## config.mk

```make
export PLATFORM = sky130hd
export DESIGN_NAME = pc_unit
export DESIGN_NICKNAME = d
export VERILOG_FILES = /design/src/rtl/pc_unit.sv
export SDC_FILE = /design/constraint.sdc
export NUM_CORES = 1
export LEC_CHECK = 0
export BUFFER_PORTS_ARGS = -buffer_cell sky130_fd_sc_hd__buf_4
export CAP_MARGIN = 20
export CORE_MARGIN = 8
export CORE_UTILIZATION = 49
export CTS_CLUSTER_SIZE = 24
export DETAILED_ROUTE_END_ITERATION = 12
export PLACE_DENSITY = 0.92
export RECOVER_POWER = 100
export SYNTH_ARGS = -nofsm -noshare
export SYNTH_HDL_FRONTEND = slang
export SYNTH_SLANG_ARGS = --single-unit
```

## constraint.sdc

```tcl
create_clock -name clk -period 2.7 [get_ports clk]
set_input_delay 0.54 -clock clk [delete_from_list [all_inputs] [get_ports clk]]
set_output_delay 0.54 -clock clk [all_outputs]
set_load 0.05 [all_outputs]
```

## src/rtl/pc_unit.sv

```systemverilog
// Program-counter stage: loads the PC from a two-word reset vector, then sequences,
// redirects on taken jumps, and freezes on stall or halt.
module pc_unit #(
    parameter logic [31:0] RESET_VEC_ADDR = 32'd0,
    parameter int          PC_W           = 32
) (
    input  logic            clk,
    input  logic            rst,
    input  logic            taken,
    input  logic [PC_W-1:0] target,
    input  logic            stall,
    input  logic            is_32bit,
    input  logic            halt,
    input  logic [15:0]     imem_data,
    output logic [PC_W-1:0] imem_addr,
    output logic [PC_W-1:0] pc,
    output logic            fetch_valid,
    output logic            flush
);

    typedef enum logic [1:0] {
        LD_HI  = 2'd0,
        LD_LO  = 2'd1,
        RUN    = 2'd2,
        HALTED = 2'd3
    } state_t;

    state_t          state_reg;
    logic [PC_W-1:0] pc_reg;
    logic [PC_W-1:0] pc_inc;

    assign pc_inc = pc_reg + (is_32bit ? PC_W'(2) : PC_W'(1));

    // A taken jump outranks halt and stall: the jump is older than the instruction
    // that is stalling or halting, so that instruction was on a wrong path.
    always_ff @(posedge clk or negedge rst) begin
        if (!rst) begin
            state_reg <= LD_HI;
            pc_reg    <= '0;
        end else begin
            case (state_reg)
                LD_HI: begin
                    pc_reg[PC_W-1:16] <= imem_data;
                    state_reg         <= LD_LO;
                end
                LD_LO: begin
                    pc_reg[15:0] <= imem_data;
                    state_reg    <= RUN;
                end
                RUN: begin
                    if (taken) begin
                        pc_reg <= target;
                    end else if (halt) begin
                        state_reg <= HALTED;
                    end else if (!stall) begin
                        pc_reg <= pc_inc;
                    end
                end
                HALTED: begin
                    if (taken) begin
                        pc_reg    <= target;
                        state_reg <= RUN;
                    end
                end
                default: state_reg <= LD_HI;
            endcase
        end
    end

    always_comb begin
        imem_addr = pc_reg;
        case (state_reg)
            LD_HI:   imem_addr = RESET_VEC_ADDR;
            LD_LO:   imem_addr = RESET_VEC_ADDR + 32'd1;
            default: imem_addr = pc_reg;
        endcase
    end

    assign pc          = pc_reg;
    assign flush       = taken && ((state_reg == RUN) || (state_reg == HALTED));
    assign fetch_valid = (state_reg == RUN) && !stall && !taken && !halt;

endmodule

```

Word-level counts from Yosys, hierarchy flattened
Cells that the tools add are included.
{ "classes": {"n_addsub": 1, "eq_ne": 8, "mux": 12, "n_reduce_logical": 14} }
{ "ops": {"columns": ["op", "n"], "rows": [
  ["two-way mux 32 bit", 4],
  ["one-hot mux 16 bit (3 select lines)", 2],
  ["one-hot mux 32 bit (2 select lines)", 1],
  ["adder 32 x 2 -> 32 bit", 1],
  ["two-way mux 2 bit", 4],
  ["one-hot mux 2 bit (4 select lines)", 1],
  ["AND reduction 4 bit", 2],
  ["inequality test 2 bit (second input constant)", 3],
  ["inequality test 3 bit (second input constant)", 2],
  ["nonzero test 3 bit", 2],
  ["equality test 2 bit (second input constant)", 2],
  ["logical AND 1 bit", 4],
  ["zero test 1 bit", 3],
  ["AND reduction 3 bit", 1],
  ["equality test 2 x 1 -> 1 bit (second input constant)", 1],
  ["zero test 2 bit", 1],
  ["logical OR 1 bit", 1]
]} }
{ "word_totals": {"register_bits": 34} }

Depth between registers and ports, before layout
{ "logic_depth": {"depth_word": 6, "depth_mapped": 9, "depth_no_buf": 9} }

Least setup slack after synthesis
Ideal clock, no wire load.
{ "synth_timing": {"path_type": "reg-to-reg", "start": "register pc_reg[0] (netlist: pc[0])", "end": "register pc_reg[18] (netlist: pc[18])", "setup_time_ps": 99, "arrival_ps": 2472, "setup_slack_ps": 128, "path_stages_with_launch": 9, "path_cell_list": "dfrtp_1 > ha_1 > inv_1 > fa_1 > or3_1 > clkbuf_1 > o31ai_1 > a21oi_1 > a311oi_1"} }
{ "synth_via": {"elab_chain_len": 5} }
{ "synth_lines": {"columns": ["item", "line_no", "source"], "rows": [
  ["start: declaration", "29", "logic [PC_W-1:0] pc_reg;"],
  ["start signal: indexed assignment", "43", "pc_reg[PC_W-1:16] <= imem_data;"],
  ["start signal: assignment", "47", "pc_reg[15:0] <= imem_data;"],
  ["start signal: assignment", "52", "pc_reg <= target;"],
  ["adder 32 x 2 -> 32 bit", "32", "assign pc_inc = pc_reg + (is_32bit ? PC_W'(2) : PC_W'(1));"],
  ["two-way mux 32 bit", "55", "end else if (!stall) begin"],
  ["two-way mux 32 bit", "53", "end else if (halt) begin"],
  ["two-way mux 32 bit", "51", "if (taken) begin"],
  ["one-hot mux 16 bit (3 select lines)", "41", "case (state_reg)"]
]} }
No other way between the ends. The select of a mux whose other input is x is not followed.
A chain may end at the register's enable or synchronous reset.

Worst setup path in the final report
{ "layout_timing": {"start": "register state_reg[0]", "end": "register pc_reg[14] (netlist: pc[14])"} }
{ "layout_via": {"elab_chain_len": 3, "elab_cells_between_ends": 9, "cone_classes": "eq/ne: 6; mux: 1; reduce/logical: 2"} }
{ "layout_lines": {"columns": ["item", "line_no", "source"], "rows": [
  ["start: declaration", "28", "state_t state_reg;"],
  ["start signal: assignment", "38", "state_reg <= LD_HI;"],
  ["start signal: assignment", "44", "state_reg <= LD_LO;"],
  ["start signal: assignment", "48", "state_reg <= RUN;"],
  ["equality test 2 bit / equality test 2 x 1 -> 1 bit (equally long branches)", "41", null],
  ["inequality test 3 bit (no source line), or another cell as far along", null, null],
  ["AND reduction 4 bit (no source line)", null, null]
]} }
Parallel ways exist; a longest one is shown, timed or not.

==> metrics.cfg <==
[logic_synthesis]
synth_nets=445
synth_mux_area_frac=0.01393
synth-seq-cells=34
ys_warn_count=0
yosysSeqAreaShare=0.2870
yosys_most_used_dff=dfrtp_1
syn_area_um2=2964
synth_top_family_by_area=simple AND/OR/NAND/NOR gates
ys_types=59
synth-edff-count=0
synth-compound-area-share=0.2942
synth-simple-area-share=0.3271
synth_fa_ha_area_frac=0.01520
netlist_instances=388
syn_area_per_cell_um2=7.639
synth-async-reset-ratio=1.000
synth_xor_area_frac=0.02068

[setup_path]
critPathKind=reg -> reg
crit_path_max_incr_delay_ps=1020
critPathLaunchType=flip-flop
crit_arrival_ps=2740
cp.required_ps=2900
crit_top_cell=a211oi_1
crit_path_end_kind=flip-flop
cp_cell_sequence=and2_0 -> a211oi_1 -> o31ai_1 -> a21oi_1 -> a211oi_1
crit_slowest_cell=and2_0
cp_max_fo=19

[sta]
tightest_slew_ps=2009
hold_viol=0
rsz0062_at_grt=no
relSlewSlack=-0.3397
finalWorstSetupSlack_ps=168.1
finalSetupViolCount=0
clock_skew_ps=4.427
fmax_mhz=395.0
fin_crit_sh=0.9377
finalCriticalPeriod_ps=2532
slew_viol_final=35

[clock_tree]
clock_latency_ps=290
hold_buffers=0
postCtsSetupBuffers=0
htree_levels=2
post_cts_resized=0
cts_buffers=5
root_buffer=clkbuf_8
clkSlewWorstSetupHoldPaths_ps=80
cts.path.max_buffers=2
cts_tree=built
clock_sinks=34

[floorplanning]
io_pins=120
start_util=0.5036
die_area_um2=8794
die-height_um=93.78
die_w_um=93.78
rows=28
coreArea_um2=5886

[global_routing]
grt_first_pass_wirelength_um=18950
antenna_found_initial=0
grt_usage=0.2702
grt_max_degree=61
grt-ovfl-total=0
grt_pass1_vias=3684

[detailed_routing]
drt_iter0_markers=258
viasPerCell=6.311
drc_errors=0
wl_per_cell_um=20.75
wirelength_um=12020
final_antenna_net_count=0
vias=3654
first_pass_iters=5

[place]
pre_cts_ws_ps=-15.97
io_buffer_count=119
dp_hpwl_um=9160
place_congestion=0.9672

[power]
leakage_nw=1.501
cellPowerDensity_nw_per_um2=569.2
finalPower_w=0.002167
peakVddDrop_v=0.0003339

[finish]
n_antenna_cell=0
drive_above_1_share=0.1607
final_core_util=0.6469
nNetsFinal=560
syn2layout_area_growth_pct=28.45
largest_register_ffs=32

[job]
cap_violations=1

[outcome]
status=complete, but fails checks
violations=max-capacitance violations, max-slew violations

[worst_hold_path]
hold_path_class=in -> reg

final timing paths:
kind                       cells after the start           end          from  slack (ps)
hold / removal                                 3        pc[13]    target[13]         500
max in group asynchronous                      1  state_reg[1]           rst         590
hold reg to reg                                1        pc[20]        pc[20]         570
setup / recovery                               5        pc[14]  state_reg[0]         170
setup reg to reg                               5        pc[14]  state_reg[0]         170
min in group asynchronous                      1        pc[15]           rst         810
synth_stat cells (2+ instances only):
master / count / area share
o221ai_1: 2 / 0.0059
a221oi_1: 5 / 0.015
a31oi_1: 5 / 0.011
xnor2_1: 5 / 0.015
o21ai_1: 4 / 0.0068
and3_1: 6 / 0.013
inv_1: 7 / 0.0089
a21oi_1: 28 / 0.047
o31ai_1: 3 / 0.0076
dfrtp_1: 34 / 0.29
a22oi_1: 2 / 0.0051
nor2b_1: 15 / 0.032
nand4_1: 6 / 0.013
o22a_1: 6 / 0.018
o31a_1: 3 / 0.0089
ha_1: 2 / 0.0084
o211ai_1: 3 / 0.0076
o41ai_1: 2 / 0.0059
nand2b_1: 4 / 0.0084
and2_1: 31 / 0.065
xor2_1: 2 / 0.0059
a22o_1: 2 / 0.0059
nand3_1: 15 / 0.025
or3_1: 8 / 0.017
a311oi_1: 4 / 0.012
nor3_1: 15 / 0.025
o21a_1: 6 / 0.015
nor2_1: 31 / 0.039
a211o_1: 3 / 0.0089
clkbuf_1: 19 / 0.024
nand2_1: 35 / 0.044
a41oi_1: 2 / 0.0059
nor4_1: 4 / 0.0084
o21ai_0: 20 / 0.034
mux2i_1: 3 / 0.010
a211oi_1: 12 / 0.030
buf_2: 3 / 0.0051
o22ai_1: 9 / 0.019
a21o_1: 2 / 0.0051
cell usage in the layout, fill, tap and decap left out, drive strengths merged, types with 4 or more instances in the layout:
master  Yosys  routed
clkbuf     19      75
buf         4      63
nand2      35      35
dfrtp      34      34
nor2       31      31
and2       31      31
a21oi      28      28
o21ai      24      24
nand3      17      17
nor2b      15      15
nor3       15      15
a211oi     12      12
o22ai       9       9
inv         8       8
or3         8       8
nand4       7       7
o21a        6       6
and3        6       6
o22a        6       6
a31oi       5       5
a221oi      5       5
xnor2       5       5
nor4        5       5
nand2b      4       4
a311oi      4       4
per-stage QoR:
step	instances	area, um2	TNS (ps)	hold slack, ps
floorplan	388	2964	0	244.4
global placement	571	3965	0	528.9
finish	579	3807	0	504.2
global route	579	3807	0	522.6
CTS	579	4056	0	215.1
detailed placement	571	3965	-15.97	528.1
final cells by class:
cell class              instances  area [um2]
repair buffers                131       747.0
inverters                       9       33.78
flip-flops and latches         34       852.1
well taps                      75       93.84
fillers                       559        2078
multi-input cells             322        1989
clock buffers                   7       86.33
clock inverters                 1       5.005
layer usage:
layer  share of wire  GRT usage  up-vias
met5               0          0        -
met1            0.41     0.3367     1726
li1                -          -     1675
met3            0.10    0.07434       25
met4           0.023    0.09379        0
met2            0.47     0.4364      228
cell families (layout without fill, tap and decap cells):
logic type,Yosys count,count (layout)
muxes,4,4
AOI/OAI and AO/OA,129,129
xor gates and xnor gates,7,7
and+or+nand+nor,179,179
adders and majority gates,3,3
buffers and inverters,32,148
DFF,34,34
report_power, final:
group / internal, W / leakage, nW / switching [W] / total [W]
Clock: 0.000206 / 0.0482 / 0.000203 / 0.000409
Combinational: 0.000274 / 1.06 / 0.000780 / 0.00105
Sequential: 0.000576 / 0.395 / 0.000128 / 0.000703
Total: 0.00106 / 1.50 / 0.00111 / 0.00217
worst max-delay path, delay by kind of cell (launching register included):
family,cells,cell delay (ps)
flip-flops,1,660
AO/OA/AOI/OAI,4,760
AND/OR/NAND/NOR,1,1020
Note: power is estimated with default switching activity, not from simulation.
